--- config.mk ---
export PLATFORM = sky130hd
export DESIGN_NAME = mc_control
export DESIGN_NICKNAME = d
export VERILOG_FILES = /design/src/rtl/mc_control_pkg.sv /design/src/rtl/mc_decode.sv /design/src/rtl/mc_control.sv
export SDC_FILE = /design/constraint.sdc
export NUM_CORES = 1
export LEC_CHECK = 0
export BUFFER_PORTS_ARGS = -buffer_cell sky130_fd_sc_hd__buf_4
export CAP_MARGIN = 30
export CORE_MARGIN = 2
export CORE_UTILIZATION = 45
export DETAILED_ROUTE_END_ITERATION = 7
export HOLD_SLACK_MARGIN = 0.06
export PLACE_DENSITY_LB_ADDON = 0.05
export SYNTH_ARGS = -nofsm -noshare
export SYNTH_HDL_FRONTEND = slang
export SYNTH_SLANG_ARGS = --single-unit
--- constraint.sdc ---
create_clock -name clk -period 5.4 [get_ports clk]
set_input_delay 1.35 -clock clk [delete_from_list [all_inputs] [get_ports clk]]
set_output_delay 1.35 -clock clk [all_outputs]
set_load 0.05 [all_outputs]
--- src/rtl/mc_control_pkg.sv ---
// Shared definitions for the multi-cycle control sequencer: state encoding,
// opcodes and R-type func codes.
`ifndef WORD_SIZE
`define WORD_SIZE 16
`endif

package mc_control_pkg;

    typedef enum logic [2:0] {
        ST_FETCH  = 3'd0,
        ST_DECODE = 3'd1,
        ST_EXEC   = 3'd2,
        ST_MEM    = 3'd3,
        ST_WB     = 3'd4,
        ST_HALT   = 3'd5
    } state_t;

    localparam logic [3:0] OP_ADI = 4'd4;
    localparam logic [3:0] OP_ORI = 4'd5;
    localparam logic [3:0] OP_LHI = 4'd6;
    localparam logic [3:0] OP_LWD = 4'd7;
    localparam logic [3:0] OP_SWD = 4'd8;
    localparam logic [3:0] OP_JMP = 4'd9;
    localparam logic [3:0] OP_R   = 4'd15;

    localparam logic [5:0] INST_FUNC_ADD = 6'd0;
    localparam logic [5:0] INST_FUNC_SUB = 6'd1;
    localparam logic [5:0] INST_FUNC_AND = 6'd2;
    localparam logic [5:0] INST_FUNC_ORR = 6'd3;
    localparam logic [5:0] INST_FUNC_NOT = 6'd4;
    localparam logic [5:0] INST_FUNC_TCP = 6'd5;
    localparam logic [5:0] INST_FUNC_SHL = 6'd6;
    localparam logic [5:0] INST_FUNC_SHR = 6'd7;
    localparam logic [5:0] INST_FUNC_WWD = 6'd28;
    localparam logic [5:0] INST_FUNC_HLT = 6'd29;

endpackage

--- src/rtl/mc_decode.sv ---
// Combinational instruction decode: IR to ALU controls, immediate extension,
// register selects and instruction class flags.
module mc_decode
    import mc_control_pkg::*;
#(
    parameter int WORD_SIZE = `WORD_SIZE
) (
    input  logic [WORD_SIZE-1:0] ir,
    output logic [5:0]           alu_func,
    output logic                 src_imm,
    output logic                 a_zero,
    output logic [WORD_SIZE-1:0] imm_ext,
    output logic [1:0]           rs_sel,
    output logic [1:0]           rt_sel,
    output logic [1:0]           reg_dst,
    output logic                 is_mem,
    output logic                 is_store,
    output logic                 is_halt,
    output logic                 is_jump,
    output logic                 is_out,
    output logic                 writes_reg
);

    logic [3:0] opcode;
    logic [5:0] func;
    logic [7:0] imm;

    assign opcode = ir[15:12];
    assign func   = ir[5:0];
    assign imm    = ir[7:0];
    assign rs_sel = ir[11:10];
    assign rt_sel = ir[9:8];

    always_comb begin
        alu_func   = INST_FUNC_ADD;
        src_imm    = 1'b0;
        a_zero     = 1'b0;
        imm_ext    = '0;
        reg_dst    = ir[9:8];
        is_mem     = 1'b0;
        is_store   = 1'b0;
        is_halt    = 1'b0;
        is_jump    = 1'b0;
        is_out     = 1'b0;
        writes_reg = 1'b0;
        case (opcode)
            OP_ADI: begin
                src_imm    = 1'b1;
                imm_ext    = {{(WORD_SIZE-8){imm[7]}}, imm};
                writes_reg = 1'b1;
            end
            OP_ORI: begin
                alu_func   = INST_FUNC_ORR;
                src_imm    = 1'b1;
                imm_ext    = {{(WORD_SIZE-8){1'b0}}, imm};
                writes_reg = 1'b1;
            end
            OP_LHI: begin
                src_imm    = 1'b1;
                a_zero     = 1'b1;
                imm_ext    = {imm, {(WORD_SIZE-8){1'b0}}};
                writes_reg = 1'b1;
            end
            OP_LWD: begin
                src_imm    = 1'b1;
                imm_ext    = {{(WORD_SIZE-8){imm[7]}}, imm};
                is_mem     = 1'b1;
                writes_reg = 1'b1;
            end
            OP_SWD: begin
                src_imm  = 1'b1;
                imm_ext  = {{(WORD_SIZE-8){imm[7]}}, imm};
                is_mem   = 1'b1;
                is_store = 1'b1;
            end
            OP_JMP: is_jump = 1'b1;
            OP_R: begin
                alu_func = func;
                reg_dst  = ir[7:6];
                // Funcs beyond the ALU range are specials or NOPs, never writes
                if (func <= INST_FUNC_SHR)      writes_reg = 1'b1;
                else if (func == INST_FUNC_WWD) is_out     = 1'b1;
                else if (func == INST_FUNC_HLT) is_halt    = 1'b1;
            end
            default: ;
        endcase
    end

endmodule

--- src/rtl/mc_control.sv ---
// Multi-cycle control sequencer: fetch/decode/exec/mem/writeback FSM with
// registered datapath controls and a retired-instruction counter.
module mc_control
    import mc_control_pkg::*;
#(
    parameter int WORD_SIZE = `WORD_SIZE
) (
    input  logic                 clk,
    input  logic                 reset,
    output logic                 fetch_req,
    input  logic                 fetch_ack,
    input  logic [WORD_SIZE-1:0] instr,
    output logic                 mem_req,
    output logic                 mem_we,
    input  logic                 mem_ack,
    output logic [5:0]           alu_func,
    output logic                 alu_src_imm,
    output logic                 alu_a_zero,
    output logic [WORD_SIZE-1:0] imm_ext,
    output logic [1:0]           rs_sel,
    output logic [1:0]           rt_sel,
    output logic                 reg_we,
    output logic [1:0]           reg_dst,
    output logic                 wb_mem,
    output logic                 pc_we,
    output logic                 pc_jump,
    output logic                 out_we,
    output logic                 halted,
    output logic [WORD_SIZE-1:0] num_inst
);

    state_t               state;
    logic [WORD_SIZE-1:0] ir;

    logic [5:0]           d_func;
    logic                 d_src_imm, d_a_zero;
    logic [WORD_SIZE-1:0] d_imm_ext;
    logic [1:0]           d_rs, d_rt, d_dst;
    logic                 d_is_mem, d_is_store, d_is_halt, d_is_jump, d_is_out, d_writes_reg;
    logic                 enter_wb;

    mc_decode #(.WORD_SIZE(WORD_SIZE)) u_decode (
        .ir         (ir),
        .alu_func   (d_func),
        .src_imm    (d_src_imm),
        .a_zero     (d_a_zero),
        .imm_ext    (d_imm_ext),
        .rs_sel     (d_rs),
        .rt_sel     (d_rt),
        .reg_dst    (d_dst),
        .is_mem     (d_is_mem),
        .is_store   (d_is_store),
        .is_halt    (d_is_halt),
        .is_jump    (d_is_jump),
        .is_out     (d_is_out),
        .writes_reg (d_writes_reg)
    );

    // Both paths into WB raise the writeback strobes for exactly the WB cycle
    assign enter_wb = (state == ST_EXEC && !d_is_halt && !d_is_mem) ||
                      (state == ST_MEM && mem_ack);

    always_ff @(posedge clk or posedge reset) begin
        if (reset) begin
            state       <= ST_FETCH;
            ir          <= '0;
            fetch_req   <= 1'b0;
            mem_req     <= 1'b0;
            mem_we      <= 1'b0;
            alu_func    <= '0;
            alu_src_imm <= 1'b0;
            alu_a_zero  <= 1'b0;
            imm_ext     <= '0;
            rs_sel      <= '0;
            rt_sel      <= '0;
            reg_dst     <= '0;
            reg_we      <= 1'b0;
            wb_mem      <= 1'b0;
            pc_we       <= 1'b0;
            pc_jump     <= 1'b0;
            out_we      <= 1'b0;
            halted      <= 1'b0;
            num_inst    <= '0;
        end else begin
            pc_we   <= enter_wb;
            reg_we  <= enter_wb & d_writes_reg;
            wb_mem  <= enter_wb & d_is_mem & ~d_is_store;
            out_we  <= enter_wb & d_is_out;
            pc_jump <= enter_wb & d_is_jump;
            case (state)
                ST_FETCH: begin
                    // fetch_req is low only in the first cycle after reset, so
                    // an ack that arrives then is ignored
                    if (fetch_req && fetch_ack) begin
                        ir        <= instr;
                        fetch_req <= 1'b0;
                        state     <= ST_DECODE;
                    end else begin
                        fetch_req <= 1'b1;
                    end
                end
                ST_DECODE: begin
                    alu_func    <= d_func;
                    alu_src_imm <= d_src_imm;
                    alu_a_zero  <= d_a_zero;
                    imm_ext     <= d_imm_ext;
                    rs_sel      <= d_rs;
                    rt_sel      <= d_rt;
                    reg_dst     <= d_dst;
                    state       <= ST_EXEC;
                end
                ST_EXEC: begin
                    if (d_is_halt) begin
                        halted <= 1'b1;
                        state  <= ST_HALT;
                    end else if (d_is_mem) begin
                        mem_req <= 1'b1;
                        mem_we  <= d_is_store;
                        state   <= ST_MEM;
                    end else begin
                        state <= ST_WB;
                    end
                end
                ST_MEM: begin
                    if (mem_ack) begin
                        mem_req <= 1'b0;
                        mem_we  <= 1'b0;
                        state   <= ST_WB;
                    end
                end
                ST_WB: begin
                    num_inst  <= num_inst + 1'b1;
                    fetch_req <= 1'b1;
                    state     <= ST_FETCH;
                end
                ST_HALT: state <= ST_HALT;
                default: state <= ST_FETCH;
            endcase
        end
    end

endmodule

==> results of run 1 <==
layer usage:
layer | track usage, % | vias up | wire length (um)
li1 | - | 1076 | -
met1 | 27.0 | 1040 | 3080
met2 | 24.3 | 48 | 2800
met3 | 3.41 | 8 | 291
met4 | 7.55 | 0 | 78
met5 | 0 | - | 0
layout by cell type (no fill, tap or decap), drive strengths merged, types with 2 or more instances in the layout:
master / n
and4: 2
dfrtp: 74
a221o: 8
nor3: 4
a21oi: 10
a21o: 2
nor4: 4
xor2: 3
inv: 6
mux2: 19
and3: 2
clkbuf: 11
nand4: 6
nor3b: 2
nand3: 7
nor2: 14
nor2b: 2
nand2: 17
a22o: 12
xnor2: 12
clkinv: 4
o21ai: 10
buf: 78
nor4b: 2
o31ai: 2
sequential cells by signal, summed over array words and instances, names as in the netlist, 2 cells and up:
name / cells
rs_sel: 2
reg_dst: 2
rt_sel: 2
num_inst: 16
state: 3
ir: 16
imm_ext: 16
alu_func: 6
power by group through the flow:
stage / clock network (mW) / logic, mW / registers [mW]
final: 0.420 / 1.12 / 0.964
after global routing: 0.456 / 1.20 / 0.996
after CTS: 0.433 / 1.13 / 0.963
after detailed placement: 0 / 1.13 / 0.973
after global placement: 0 / 1.11 / 0.971
after floorplan: 0 / 0.465 / 1.32
cell type report:
| cell class | count | share of cell area [%] |
|---|---|---|
| tap | 80 | 2.54 |
| clock buffer | 11 | 3.59 |
| sequential | 74 | 47.0 |
| multi-input combinational | 158 | 29.7 |
| clock inverter | 5 | 1.36 |
| timing repair buffer | 78 | 15.3 |
| inverter | 6 | 0.571 |
cells in the mapped netlist (all sizes together), types with 3 or more instances:
cell type and count:
mux2 19, o21ai 10, a22o 12, nor4 4, xnor2 12, nand2 17, xor2 3, a21oi 10
dfrtp 74, nand3 7, inv 6, buf 6, nor2 14, a221o 8, nor3 4, clkbuf 6
nand4 6
kinds of logic (layout without fill, tap and decap cells):
kind of cell | after synthesis | count (layout)
XOR/XNOR | 15 | 15
AND/OR/NAND/NOR | 69 | 69
adder cells (fa/ha/maj) | 1 | 1
multiplexers | 20 | 20
buffers and inverters | 18 | 100
flip-flops | 74 | 74
AO/OA/AOI/OAI | 53 | 53
worst min-delay path by stage:
stage	slack, ps	end	from	cells after the start
floorplan	480	rs_sel[0]$_DFFE_PP0P_	ir[10]$_DFFE_PP0P_	1
global placement	450	halted$_DFFE_PP0P_	halted$_DFFE_PP0P_	1
detailed placement	450	halted$_DFFE_PP0P_	halted$_DFFE_PP0P_	1
CTS	470	halted$_DFFE_PP0P_	halted$_DFFE_PP0P_	1
global route	500	num_inst[15]$_DFFE_PP0P_	num_inst[15]$_DFFE_PP0P_	1
finish	460	halted$_DFFE_PP0P_	halted$_DFFE_PP0P_	1
per-stage QoR:
step | worst slack, ps | std cells
2_1_floorplan | 2170 | 250
3_3_place_gp | 2470 | 394
3_5_place_dp | 2900 | 396
4_1_cts | 3020 | 412
5_1_grt | 2980 | 412
6_report | 3040 | 412
==> qor.txt, run 1 <==
Setup Viol. Count Final - 0
PortBufs - 74
Cell Chain, Critical Path - buf_4
Site Rows - 30
Dpl hpwl - 4.46 mm
Die width - 87.3 um
Yosys cell types - 48
R2R Path End - imm_ext[2]$_DFFE_PP0P_
Worst setup path startpoint - num_inst[4]$_DFFE_PP0P_
Resized Gates After CTS - 0
Cells after synthesis - 250
Post-layout min period - 2360 ps
Synth Area in Compound Gates - 12.7%
Simple-gate portion of the synthesized area - 13.0%
Clock power share - 16.8%
R2R setup slack - 3310 ps
Gpl congestion - 0.751
Internal power - 1.38 mW
Critical Path End Type - primary output
FMAX - 0.423 GHz
Cell family with most CP delay - flip-flops
Total grt overflow - 0
FILL cells - 595
Routed WL per cell - 15.2 um
GR Util All Layers - 17.6%
CTS sink count - 74
Leading area contributor after synthesis - dfrtp_1
CTS max path bufs - 2
Register area share after synthesis - 59.4%
Root Driver - clkbuf_8
Clock H-tree levels - 3
CTS clk-pin slew, worst paths - 70 ps
Synthesized area - 3120 um^2
Initial Utilization - 46.2%
Setup Fix Bufs, Post-CTS - 0
Vias per inst - 5.27
DP Area - 3750 um^2
Post-synth EDFFs - 0
Drt total wl - 6.25 mm
Clk_skew - 9.87 ps
Final setup TNS - 0 ps
Worst setup SP type - register
Reg2Reg Depth - 5
CP max stage delay - 440 ps
Floorplan core area - 6760 um^2
Critical path type - reg -> out
Sw Share - 44.7%
Clock Latency Late Sink - 340 ps
Sw Pwr - 1.12 mW
Register area - 1850 um^2
Layout cells sized above 1 - 36.4%
Post-Syn Area per Cell - 12.5 um^2
Pin count of the biggest net entering global routing - 44
Reg power frac - 38.5%
Period utilization - 43.8%
# IOs - 75
Leak pwr - 1.89 nW
Worst R2R Start - state[1]$_DFFE_PP0P_
XOR/XNOR Fraction of Synth Area - 4.21%
Combinational power share - 44.7%
Syn. warnings - 0
Max-cap viol count - 0
Post-synth ARST share - 100%
Hold buffers post-CTS - 0
WP data arrival - 1010 ps
Pins Over Slew Limit - 0
Synth Flop Type - dfrtp_1
WP buf/inv - 1
Worst slew pin tran - 846 ps
Fin nets - 348
DRC viols - 0
Global-route wire length before repair - 10.2 mm
Peak supply drop - 0.000406 V
Cell area after layout - 3940 um^2
Largest family of logic cells by synthesized area - simple AND/OR/NAND/NOR gates
Final ANT Viol Nets - 0
Hold Fails Final Rpt - 0
Hold_ws - 464 ps
Post-synthesis mux area share - 7.18%
Crit path to - num_inst[4]
Hold Path Class - reg -> reg
Status - finished clean
Vias in the first global route - 2026
Synthesized Nets - 271
Max-slew headroom - 43.6%
Synth top area cells - dfrtp_1 59%, mux2_2 6.9%, a22o_1 3.4%
Top-area cell type share of the netlist area - 59.4%
DRT Pass-1 Iters - 4
Critical Path RT - 4050 ps
Footprint of the multi-input gates - 1170 um^2
Die area - 7610 um^2
Diodes inserted - 0
RSZ-0062 raised after global routing - no
CTS tree - yes
First DRT Iteration DRCs - 112
Die height - 87.3 um
Slowest cell on crit path - dfrtp_1
Routed via count - 2172
Area grow syn2layout - 26.4%
Power Dens Cells - 635 nW/um^2
Yosys reg bits - 74
Adder-Cell Fraction of Synth Area - 0.401%
Antenna violations before repair - 0
Crit path depth - 1
Total power - 2.50 mW
Total CTS buffers - 9
Core Util, Final - 58.4%
CP max FO - 6
(Power assumes the default switching activity.)
==> run 2: changes to the inputs <==
clock period = 1.9 ns   (was 5.4 ns; I/O delays follow)
==> run 2 against run 1 <==
Sequential share of layout area is 1.5 points lower; sequential cell count stayed put; worst setup slack got worse by 2800 ps; register-to-register slack got worse by 3100 ps; clock power grew to 3.0 times the previous value; critical endpoint is now num_inst[12]$_DFFE_PP0P_; largest power group unchanged.
==> qor.txt, run 2 (synthesis gave the netlist of run 1 again) <==
Status - finished clean
Setup Fix Bufs, Post-CTS - 0 (unchanged)
CTS max path bufs - 2 (unchanged)
Top flop regs - imm_ext: 16 flops, ir: 16 flops, num_inst: 16 flops
Layout cells sized above 1 - 38.8% (+2.3 points)
CTS clk-pin slew, worst paths - 80 ps (about the same)
First DRT Iteration DRCs - 103 (-8.0%)
PortBufs - 74 (unchanged)
Die height - 87.3 um (unchanged)
Dpl ws - 224 ps (-2680 ps)
Setup ws final - 227 ps (-2810 ps)
Critical Path RT - 2130 ps (-1920 ps)
Leak pwr - 1.95 nW (+2.8%)
Worst slew pin tran - 507 ps (-339 ps)
Hold_ws - 159 ps (-305 ps)
Period utilization - 88.1%
Power Dens Cells - 1810 nW/um^2 (+180%)
Critical path type - reg -> reg
Final setup TNS - 0 ps (unchanged)
Die width - 87.3 um (unchanged)
Routed WL per cell - 15.4 um (+1.5%)
Vias per inst - 5.28 (about the same)
Clock H-tree levels - 3 (unchanged)
Dpl hpwl - 4.69 mm (+5.2%)
Total power - 7.36 mW (+190%)
Diodes inserted - 0 (unchanged)
Max-slew headroom - 66.2% (+23 points)
Clock power share - 16.8% (about the same)
Combinational power share - 47.4% (+2.7 points)
CTS sink count - 74 (unchanged)
Vias in the first global route - 2160 (+6.6%)
CTS tree - yes
Initial Utilization - 46.2% (unchanged)
Site Rows - 30 (unchanged)
DRC viols - 0 (unchanged)
Internal power - 4.08 mW (+190%)
Post-layout min period - 1670 ps
Routed via count - 2232 (+2.8%)
Non-Filler Instances - 423 (+2.7%)
Critical Path End Type - register
RSZ-0062 raised after global routing - no
Clock Latency Late Sink - 350 ps (about the same)
DRT Pass-1 Iters - 4 (unchanged)
Worst setup SP type - register
CP max FO - 6 (unchanged)
GR Util All Layers - 18.7% (+1.0 points)
Floorplan core area - 6760 um^2 (unchanged)
Root Driver - clkbuf_8
Die area - 7610 um^2 (unchanged)
Reg power frac - 35.7% (-2.8 points)
Global-route wire length before repair - 10.9 mm (+6.9%)
Final ANT Viol Nets - 0 (unchanged)
Cell area after layout - 4070 um^2 (+3.3%)
Antenna violations before repair - 0 (unchanged)
Hold buffers post-CTS - 0 (unchanged)
FILL cells - 555 (-6.7%)
WP data arrival - 1900 ps (+890 ps)
Drt total wl - 6.52 mm (+4.2%)
Max-cap viol count - 0 (unchanged)
Core Util, Final - 60.3% (+1.9 points)
Sw Share - 44.5% (-0.18 points)
Area grow syn2layout - 30.5%
Cells after DPL - 407 (+2.8%)
Pin count of the biggest net entering global routing - 40 (-9.1%)
Pins Over Slew Limit - 0 (unchanged)
DP Area - 3870 um^2 (+3.2%)
R2R setup slack - 230 ps (-3080 ps)
Gpl congestion - 0.759 (+1.0%)
Most common cell after layout, fill and taps aside - buf_4
Most frequent cells in the layout - 85 x buf_4, 73 x dfrtp_1, 19 x mux2_2
# IOs - 75 (unchanged)
Hold Path Class - in -> async
Peak supply drop - 0.000894 V (+120%)
Clk_skew - 11.5 ps (+1.63 ps)
Fin nets - 359 (+3.2%)
Total CTS buffers - 9 (unchanged)
Resized Gates After CTS - 0 (unchanged)
Setup Viol. Count Final - 0 (unchanged)
Total grt overflow - 0 (unchanged)
Hold Fails Final Rpt - 0 (unchanged)
Sw Pwr - 3.27 mW (+190%)
FMAX - 0.598 GHz
## run 2: cell type report
type | instances | area (um^2) | share of cell area, %
Sequential cell | 74 | 1850 | 45.5
Multi-Input combinational cell | 158 | 1170 | 28.8
Timing Repair Buffer | 89 | 718 | 17.6
Clock buffer | 11 | 141 | 3.47
Tap cell | 80 | 100 | 2.46
Clock inverter | 5 | 61.3 | 1.51
Inverter | 6 | 26.3 | 0.645
## run 2: layer usage
metal	vias up	global-route usage [%]	part of all wire (%)
li1	1089	-	-
met1	1088	28.8	51
met2	49	25.3	44
met3	6	4.64	4.6
met4	0	7.13	1.0
met5	-	0	0
## run 2: critical path: stages (launching register included)
cell	delay [ps]
dfrtp_1	400
or3b_1	490
nor4_4	390
nand3_1	140
xnor2_1	130
## run 2: final timing paths
kind,start,end,cells after the start
max,state[1]$_DFFE_PP0P_,num_inst[12]$_DFFE_PP0P_,4
min,reset,imm_ext[2]$_DFFE_PP0P_,2
max reg2reg,state[1]$_DFFE_PP0P_,num_inst[12]$_DFFE_PP0P_,4
min reg2reg,halted$_DFFE_PP0P_,halted$_DFFE_PP0P_,1
max in group asynchronous,reset,fetch_req$_DFFE_PP0P_,3
min in group clk,instr[7],ir[7]$_DFFE_PP0P_,3
## run 2: power groups by stage
stage	combinational, mW	clock, mW	sequential, mW
finish	3.49	1.24	2.63
global route	3.72	1.35	2.71
CTS	3.51	1.26	2.63
detailed placement	3.50	0	2.66
global placement	3.47	0	2.66
floorplan	1.32	0	3.75
